## config.mk

```make
export PLATFORM = sky130hd
export DESIGN_NAME = cdrtrig_8b10b_pattern_match
export DESIGN_NICKNAME = d
export VERILOG_FILES = /design/src/rtl/cdrtrig_pkg.sv /design/src/rtl/cdrtrig_window_compare.sv /design/src/rtl/cdrtrig_8b10b_pattern_match.sv
export SDC_FILE = /design/constraint.sdc
export NUM_CORES = 1
export LEC_CHECK = 0
export CAP_MARGIN = 20
export CORE_MARGIN = 1.5
export CORE_UTILIZATION = 48
export CTS_CLUSTER_SIZE = 10
export DETAILED_ROUTE_END_ITERATION = 8
export PLACE_DENSITY = 0.81
export SETUP_SLACK_MARGIN = 0.1
export SLEW_MARGIN = 25
export SYNTH_ARGS = -nofsm -noshare
export SYNTH_HDL_FRONTEND = slang
export SYNTH_SLANG_ARGS = --single-unit
```

## constraint.sdc

```tcl
create_clock -name clk -period 3.1 [get_ports clk]
set_clock_uncertainty 0.1 [all_clocks]
set_input_delay 0.62 -clock clk [delete_from_list [all_inputs] [get_ports clk]]
set_output_delay 0.62 -clock clk [all_outputs]
set_load 0.005 [all_outputs]
```

## src/rtl/cdrtrig_pkg.sv

```systemverilog
// Shared types and constants for the CDR trigger path: trigger modes,
// lane/pattern geometry and the decoded 8B/10B symbol record.
package cdrtrig_pkg;

    localparam int NUM_LANES   = 4;
    localparam int PATTERN_LEN = 10;

    typedef enum logic [7:0] {
        MODE_8B10B_PATTERN  = 8'h00,
        MODE_8B10B_DISP     = 8'h01,
        MODE_64B66B_PATTERN = 8'h80,
        MODE_64B66B_INVALID = 8'h81
    } trig_mode_e;

    typedef struct packed {
        logic [7:0] data_byte;
        logic       is_ctl;
        logic       err;
    } sym_t;

    // Lane 3 is earliest in time, so the highest set lane is the earliest hit.
    function automatic logic [1:0] highest_lane(input logic [3:0] lanes);
        logic [1:0] idx;
        idx = 2'd0;
        for (int i = 0; i < 4; i++) begin
            if (lanes[i]) begin
                idx = 2'(i);
            end
        end
        return idx;
    endfunction

endpackage

```

## src/rtl/cdrtrig_window_compare.sv

```systemverilog
// Combinational compare of one 10-symbol window against the configured
// pattern bytes, control/data types and don't-care mask.
module cdrtrig_window_compare #(
    parameter int PATTERN_LEN = cdrtrig_pkg::PATTERN_LEN
) (
    input  cdrtrig_pkg::sym_t [PATTERN_LEN-1:0] win,
    input  logic [8*PATTERN_LEN-1:0]            cfg_data,
    input  logic [PATTERN_LEN-1:0]              cfg_type,
    input  logic [PATTERN_LEN-1:0]              cfg_mask,
    output logic                                match
);
    import cdrtrig_pkg::*;

    logic [PATTERN_LEN-1:0] sym_ok;

    for (genvar gi = 0; gi < PATTERN_LEN; gi++) begin : g_sym
        // A flagged invalid codeword never satisfies a checked position.
        assign sym_ok[gi] = ~cfg_mask[gi]
                          | (~win[gi].err
                             & (win[gi].data_byte == cfg_data[8*gi +: 8])
                             & (win[gi].is_ctl == cfg_type[gi]));
    end

    assign match = &sym_ok;

endmodule

```

## src/rtl/cdrtrig_8b10b_pattern_match.sv

```systemverilog
// Four-lane 8B/10B pattern / disparity-error trigger with a two-stage pipeline.
// Define CDRTRIG_8B10B_HOLDOFF_EN to add a post-trigger holdoff down-counter.
module cdrtrig_8b10b_pattern_match #(
    parameter int NUM_LANES     = cdrtrig_pkg::NUM_LANES,
    parameter int PATTERN_LEN   = cdrtrig_pkg::PATTERN_LEN,
    parameter int HOLDOFF_WIDTH = 16
) (
    input  logic                     clk,
    input  logic                     rst,
    input  logic                     locked,
    input  logic                     sym_valid,
    input  logic [8*NUM_LANES-1:0]   sym_data,
    input  logic [NUM_LANES-1:0]     sym_is_ctl,
    input  logic [NUM_LANES-1:0]     sym_disp_err,
    input  logic [NUM_LANES-1:0]     sym_err,
    input  logic [7:0]               cfg_mode,
    input  logic [8*PATTERN_LEN-1:0] cfg_data,
    input  logic [PATTERN_LEN-1:0]   cfg_type,
    input  logic [PATTERN_LEN-1:0]   cfg_mask,
    input  logic                     cfg_flush,
    input  logic [HOLDOFF_WIDTH-1:0] cfg_holdoff,
    output logic                     trig_out,
    output logic [1:0]               trig_pos
);
    import cdrtrig_pkg::*;

    localparam int HIST_LEN = PATTERN_LEN - 1;
    localparam int WIN_LEN  = PATTERN_LEN + NUM_LANES - 1;

    // Window index 0 is the earliest symbol; the current word occupies the top.
    sym_t [HIST_LEN-1:0]  hist_reg;
    sym_t [NUM_LANES-1:0] cur_syms;
    sym_t [WIN_LEN-1:0]   win;

    logic [1:0]           fill_reg;
    logic [NUM_LANES-1:0] align_match;
    logic [NUM_LANES-1:0] align_elig;
    logic [NUM_LANES-1:0] pat_lane_hit;
    logic [NUM_LANES-1:0] lane_hit_next;
    logic [NUM_LANES-1:0] lane_hit_reg;
    logic                 trig_out_reg;
    logic [1:0]           trig_pos_reg;

    logic history_inval;
    logic word_ok;
    logic mode_pattern;
    logic mode_disp;
    logic holdoff_clear;
    logic fire;

    assign history_inval = cfg_flush | ~locked;
    assign word_ok       = sym_valid & ~history_inval;
    assign mode_pattern  = (cfg_mode == MODE_8B10B_PATTERN);
    assign mode_disp     = (cfg_mode == MODE_8B10B_DISP);

    for (genvar gi = 0; gi < NUM_LANES; gi++) begin : g_cur
        assign cur_syms[gi] = {sym_data[8*(NUM_LANES-1-gi) +: 8],
                               sym_is_ctl[NUM_LANES-1-gi],
                               sym_err[NUM_LANES-1-gi]};
    end

    assign win = {cur_syms, hist_reg};

    // Alignment gi ends on current lane NUM_LANES-1-gi; its lane hit is stored by lane.
    for (genvar gi = 0; gi < NUM_LANES; gi++) begin : g_align
        cdrtrig_window_compare #(
            .PATTERN_LEN (PATTERN_LEN)
        ) u_cmp (
            .win      (win[gi +: PATTERN_LEN]),
            .cfg_data (cfg_data),
            .cfg_type (cfg_type),
            .cfg_mask (cfg_mask),
            .match    (align_match[gi])
        );

        assign align_elig[gi] = (NUM_LANES * int'(fill_reg) + gi + 1) >= PATTERN_LEN;
        assign pat_lane_hit[NUM_LANES-1-gi] = align_match[gi] & align_elig[gi];
    end

    always_comb begin
        lane_hit_next = '0;
        if (word_ok) begin
            if (mode_pattern && (|cfg_mask)) begin
                lane_hit_next = pat_lane_hit;
            end else if (mode_disp) begin
                lane_hit_next = sym_disp_err | sym_err;
            end
        end
    end

    // Stage-1 hits are dropped if lock or configuration changes underneath them.
    assign fire = (|lane_hit_reg) & ~history_inval & holdoff_clear;

    always_ff @(posedge clk or posedge rst) begin
        if (rst) begin
            hist_reg     <= '0;
            fill_reg     <= 2'd0;
            lane_hit_reg <= '0;
            trig_out_reg <= 1'b0;
            trig_pos_reg <= 2'd0;
        end else begin
            if (history_inval) begin
                fill_reg <= 2'd0;
            end else if (sym_valid && (fill_reg != 2'd3)) begin
                fill_reg <= fill_reg + 2'd1;
            end

            if (word_ok) begin
                hist_reg <= win[WIN_LEN-1:NUM_LANES];
            end

            lane_hit_reg <= lane_hit_next;
            trig_out_reg <= fire;
            if (fire) begin
                trig_pos_reg <= highest_lane(lane_hit_reg);
            end
        end
    end

`ifdef CDRTRIG_8B10B_HOLDOFF_EN
    logic [HOLDOFF_WIDTH-1:0] holdoff_cnt_reg;

    always_ff @(posedge clk or posedge rst) begin
        if (rst) begin
            holdoff_cnt_reg <= '0;
        end else if (cfg_flush) begin
            holdoff_cnt_reg <= '0;
        end else if (fire) begin
            holdoff_cnt_reg <= cfg_holdoff;
        end else if (holdoff_cnt_reg != '0) begin
            holdoff_cnt_reg <= holdoff_cnt_reg - HOLDOFF_WIDTH'(1);
        end
    end

    assign holdoff_clear = (holdoff_cnt_reg == '0);
`else
    logic unused_cfg_holdoff;
    assign unused_cfg_holdoff = ^cfg_holdoff;
    assign holdoff_clear      = 1'b1;
`endif

    assign trig_out = trig_out_reg;
    assign trig_pos = trig_pos_reg;

endmodule

```

**Word-level counts from Yosys, hierarchy flattened**

Index checks and enable logic that the tools add are counted.

- Logic and storage cells: 295
- Bits of input ports: 173
- Output and inout port bits: 3
- Flip-flop bits (word level): 99

- Bitwise operators: 153
- $add $sub $neg: 7
- $lt $le $gt $ge: 4
- Muxes and demuxes: 8
- Eq/ne operators: 82
- Reduce and logical (&&, ||, !) cells: 10

Operators with widths:

| cell | count |
|---|---|
| $eq A8 B8 Y1 | 40 |
| $and A1 B1 Y1 | 86 |
| $or A1 B1 Y1 | 41 |
| $eq A1 B1 Y1 | 40 |
| $reduce_and A10 Y1 | 4 |
| $ge A32 B5 Y1 const B | 1 |
| $not A1 Y1 | 25 |
| $add A5 B1 Y6 const B | 3 |
| $ge A6 B4 Y1 const B | 3 |
| $mux W4 | 3 |
| $add A4 B2 Y5 const B | 2 |
| $reduce_or A10 Y1 | 1 |
| $eq A8 B1 Y1 const B | 1 |
| $logic_not A8 Y1 | 1 |
| $mux W2 | 4 |
| $add A4 B1 Y5 const B | 1 |
| $or A4 B4 Y4 | 1 |
| $reduce_or A4 Y1 | 1 |
| $add A2 B1 Y2 const B | 1 |
| $logic_and A1 B1 Y1 | 2 |
| $ne A2 B2 Y1 const B | 1 |
| $reduce_bool A2 Y1 | 1 |
| $mux W1 | 1 |

**Longest topological paths before layout**

- Depth after elaboration: 8
- Gate-level depth with buffers: 6
- Gate-level depth less buffers: 6

**By module**

From an unflattened synthesis, not the netlist that was laid out.

- Cells, all modules: 927
- Area, all modules: 8031.5 um2

By module, submodules not included:

| module | sequential area each (um2) | cells each | times used | area each (um2) |
|---|---|---|---|---|
| cdrtrig_window_compare | 0.0 | 124 | 4 | 1034.7 |
| cdrtrig_8b10b_pattern_match | 2477.4 | 431 | 1 | 3892.5 |

**Worst setup path after synthesis**

Ideal clock, no wire load.

- Path kind: input -> register
- From: input port sym_data[27]
- To: register lane_hit_reg[0]
- Buffers on the path: 1
- Setup slack: 1.220 ns
- Library setup time: 0.095 ns
- Data required time: 2.905 ns
- Arrival: 1.684 ns
- Stages: 6
- Cells stage by stage: clkbuf_1 xnor2_1 nand4_1 o41ai_1 nand4_1 o31ai_1

- Word-level cells in the longest chain between the ends: 8

Ends and longest elaborated chain:

| item | line | source |
|---|---|---|
| start: declaration | cdrtrig_8b10b_pattern_match.sv:12 | `input logic [8*NUM_LANES-1:0] sym_data,` |
| $eq A8 B8 Y1 | cdrtrig_window_compare.sv:20 | `& (win[gi].data_byte == cfg_data[8*gi +: 8])` |
| $and A1 B1 Y1 | cdrtrig_window_compare.sv:20 |  |
| $and A1 B1 Y1 | cdrtrig_window_compare.sv:21 | `& (win[gi].is_ctl == cfg_type[gi]));` |
| $or A1 B1 Y1 | cdrtrig_window_compare.sv:19 | `\| (~win[gi].err` |
| $reduce_and A10 Y1 | cdrtrig_window_compare.sv:24 | `assign match = &sym_ok;` |
| $and A1 B1 Y1 | cdrtrig_8b10b_pattern_match.sv:77 | `assign pat_lane_hit[NUM_LANES-1-gi] = align_match[gi] & align_elig[gi];` |
| $mux W4 | cdrtrig_8b10b_pattern_match.sv:83 | `if (mode_pattern && (\|cfg_mask)) begin` |
| $mux W4 | cdrtrig_8b10b_pattern_match.sv:82 | `if (word_ok) begin` |
| named net lane_hit_next[0] | cdrtrig_8b10b_pattern_match.sv:39 | `logic [NUM_LANES-1:0] lane_hit_next;` |
| end signal: assignment | cdrtrig_8b10b_pattern_match.sv:112 | `lane_hit_reg <= lane_hit_next;` |
| end: declaration | cdrtrig_8b10b_pattern_match.sv:40 | `logic [NUM_LANES-1:0] lane_hit_reg;` |

The timed path passes the listed nets, and every way through them passes these cells.
A chain may end at the register's enable or synchronous reset.

**Worst setup path in the final report**

- From: input port cfg_data[76]
- To: register lane_hit_reg[0]

- Word-level cells in the longest chain between the ends: 8

Ends and longest elaborated chain:

| item | line | source |
|---|---|---|
| start: declaration | cdrtrig_8b10b_pattern_match.sv:17 | `input logic [8*PATTERN_LEN-1:0] cfg_data,` |
| $eq A8 B8 Y1 | cdrtrig_window_compare.sv:20 |  |
| $and A1 B1 Y1 | cdrtrig_window_compare.sv:20 |  |
| $and A1 B1 Y1 | cdrtrig_window_compare.sv:21 |  |
| $or A1 B1 Y1 | cdrtrig_window_compare.sv:19 |  |
| $reduce_and A10 Y1 | cdrtrig_window_compare.sv:24 |  |
| $and A1 B1 Y1 | cdrtrig_8b10b_pattern_match.sv:77 |  |
| $mux W4 | cdrtrig_8b10b_pattern_match.sv:83 |  |
| $mux W4 | cdrtrig_8b10b_pattern_match.sv:82 |  |
| named net lane_hit_next[0] | cdrtrig_8b10b_pattern_match.sv:39 |  |

The timed path passes the listed nets, and every way through them passes these cells.

==> results.py <==
metrics = {
    "global_routing": {
        "antenna_found_initial": 0,
        "first_global_vias": 6872,
        "grt_first_pass_wirelength_um": 44560,
        "grt_overflow_total": 0,
        "grt_max_degree": 100,
        "grt_usage_pct": 33.65,
    },
    "floorplan": {
        "io_pins": 176,
        "die_area_um2": 18520,
        "fp.coreArea_um2": 17300,
        "start_util_pct": 49.15,
        "die_w_um": 136.1,
        "dieHeight_um": 136.1,
        "rows": 48,
    },
    "critical_path": {
        "cp-endpoint": "lane_hit_reg[0]",
        "r2r-end": "lane_hit_reg[2]",
        "reg2reg_from": "hist_reg[75]",
        "worstPathCellList": "clkdlybuf4s50_1 -> xnor2_1 -> nand4_1 -> o41ai_1 -> buf_4 -> nand3_1 -> o31ai_1",
        "ff2ff_path_depth": 5,
        "end_kind": "flop",
        "setup.worst_path.start": "cfg_data[76]",
        "worst_ep_required_time_ns": 3.25,
        "crit_cells": 7,
        "critPathBufInv": 2,
        "crit_fanout": 4,
        "worst-r2r-setup-slack_ns": 0.87,
        "critPathSlowestCell": "clkdlybuf4s50_1",
        "max_stage_delay_ns": 0.70,
        "worst_ep_arrival_time_ns": 2.85,
        "worstSetupPathType": "in2reg",
        "critPathTopFamily": "buffers and inverters",
        "worst_setup_path_start_kind": "input port",
    },
    "placed_design": {
        "hpwl_um": 24170,
        "place_congestion": 0.9914,
        "dp_slack_ns": 0.1059,
        "port_buffers": 159,
    },
    "sta": {
        "slew_headroom_pct": 57.30,
        "hold_viol_final": 0,
        "period_share_pct": 87.08,
        "fin_tns_setup_ns": 0,
        "fmax_ghz": 0.3704,
        "rsz0062_at_grt": "no",
        "tightest_slew_ns": 0.6322,
        "setup_viol": 0,
        "setup_ws_ns": 0.4005,
        "slew_violations": 0,
        "whs_ns": 0.4118,
        "fin_crit_ns": 2.700,
    },
    "drt": {
        "vias": 6875,
        "viasPerCell": 6.010,
        "drc": 0,
        "drtIter0Drc": 884,
        "drt-total-wl_um": 30270,
        "wire_per_inst_um": 26.46,
        "ant_nets": 0,
        "drtPass1Iterations": 5,
    },
    "synth": {
        "ys_seq_area_share_pct": 29.14,
        "postSynthCellCount": 864,
        "synthFlopType": "dfrtp_1",
        "synth-edff-count": 0,
        "mappedNetlistArea_um2": 8502,
        "avgSynthCellArea_um2": 9.840,
        "ys_seq_elements": 99,
        "syn_nets": 1039,
        "yosysUniqueCellTypes": 29,
        "synth-async-reset-ratio_pct": 100.0,
        "yosysWarnings": 0,
    },
    "cts": {
        "postCtsSetupBuffers": 0,
        "cts_hold_buf": 0,
        "clkSinkCount": 99,
        "cts_resized": 0,
        "numCtsBuffers": 9,
        "cts_tree": "yes",
        "path_clk_slew_ns": 0.07,
        "cts-htree-levels": 3,
        "clk_path_buf_depth": 2,
        "clkLatencyLatePin_ns": 0.36,
        "root_buffer": "clkbuf_16",
    },
    "hold_path": {
        "hold_class": "reg2reg",
    },
    "power_and_ir_drop": {
        "finalPower_mw": 5.547,
        "powerDensity_nw_per_um2": 543.8,
        "power.leakage_nw": 3.476,
        "irDropWorstVdd_uv": 309.8,
    },
    "finish": {
        "n_antenna_cell": 0,
        "layout_common_cells": "xnor2_1, clkdlybuf4s50_1, dfrtp_1",
        "fillers": 1509,
        "final_layout_size_suffix_gt1_share_pct": 14.25,
        "synthToLayoutAreaGrowth_pct": 19.97,
        "nets": 1089,
        "post-route-util_pct": 58.97,
        "mostFrequentLayoutCell": "xnor2_1",
        "largest_reg_flops": 90,
    },
    "flow_run": {
        "maxCapViolCount": 0,
    },
    "outcome": {
        "status": "finished, final reports clean",
    },
}
==> cell usage after synthesis, drive strengths merged (3+ instances only) <==
cell,instances,area share [%]
xnor2,321,33
dfrtp,99,29
mux2,90,12
nand4,88,6.5
clkbuf,74,3.6
buf,69,4.2
o41ai,40,4.1
xor2,40,4.1
nor2,6,0.26
o21ai,6,0.35
nand3,4,0.24
nor4,4,0.47
o31ai,4,0.35
inv,3,0.13
==> layer usage <==
layer	track usage, %	up-vias	part of all wire [%]
met4	11.94	0	3.1
li1	-	3001	-
met1	47.74	3401	42
met3	9.060	73	11
met5	0	-	0
met2	48.99	400	43
==> cell families after synthesis <==
kind of cell	after synthesis	synth area share (%)
xor gates and xnor gates	361	37.19
and+or+nand+nor	113	8.433
DFF	99	29.14
muxes	90	11.92
adders and majority gates	2	0.2943
AOI/OAI and AO/OA	53	5.033
buffers and inverters	146	7.991
==> worst min path at each step <==
| stage | start | to | slack (ns) | depth (start not counted) |
|---|---|---|---|---|
| finish | trig_pos[1] | trig_pos[1] | 0.41 | 2 |
| global route | trig_pos[1] | trig_pos[1] | 0.43 | 2 |
| CTS | trig_pos[1] | trig_pos[1] | 0.42 | 2 |
| detailed placement | trig_pos[1] | trig_pos[1] | 0.40 | 2 |
| global placement | trig_pos[1] | trig_pos[1] | 0.39 | 2 |
| floorplan | hist_reg[0] | hist_reg[0] | 0.38 | 1 |
==> layout make-up <==
type / instances / area (um2) / area share [%]
multi-input cells: 619 / 5345 / 52.40
flip-flops and latches: 99 / 2477 / 24.29
repair buffers: 182 / 1789 / 17.54
well taps: 225 / 281.5 / 2.760
clock buffers: 13 / 270.3 / 2.650
clock inverters: 3 / 21.27 / 0.2085
inverters: 3 / 15.01 / 0.1472
==> where the power goes <==
part / internal [mW] / switching, mW
Clock: 0.611 / 0.502
Combinational: 1.20 / 0.820
Sequential: 1.61 / 0.806
==> worst min-delay path: cells and delay by family (launching register included) <==
family         cells  cell delay, ns
flip-flops         1            0.34
AO/OA/AOI/OAI      2            0.14
==> stage by stage <==
stage,instance area (um2),cells
2_1_floorplan,8506,864
3_3_place_gp,9908,1128
3_5_place_dp,9908,1128
4_1_cts,10200,1144
5_1_grt,10200,1144
6_report,10200,1144
Note: power is estimated with default switching activity, not from simulation.
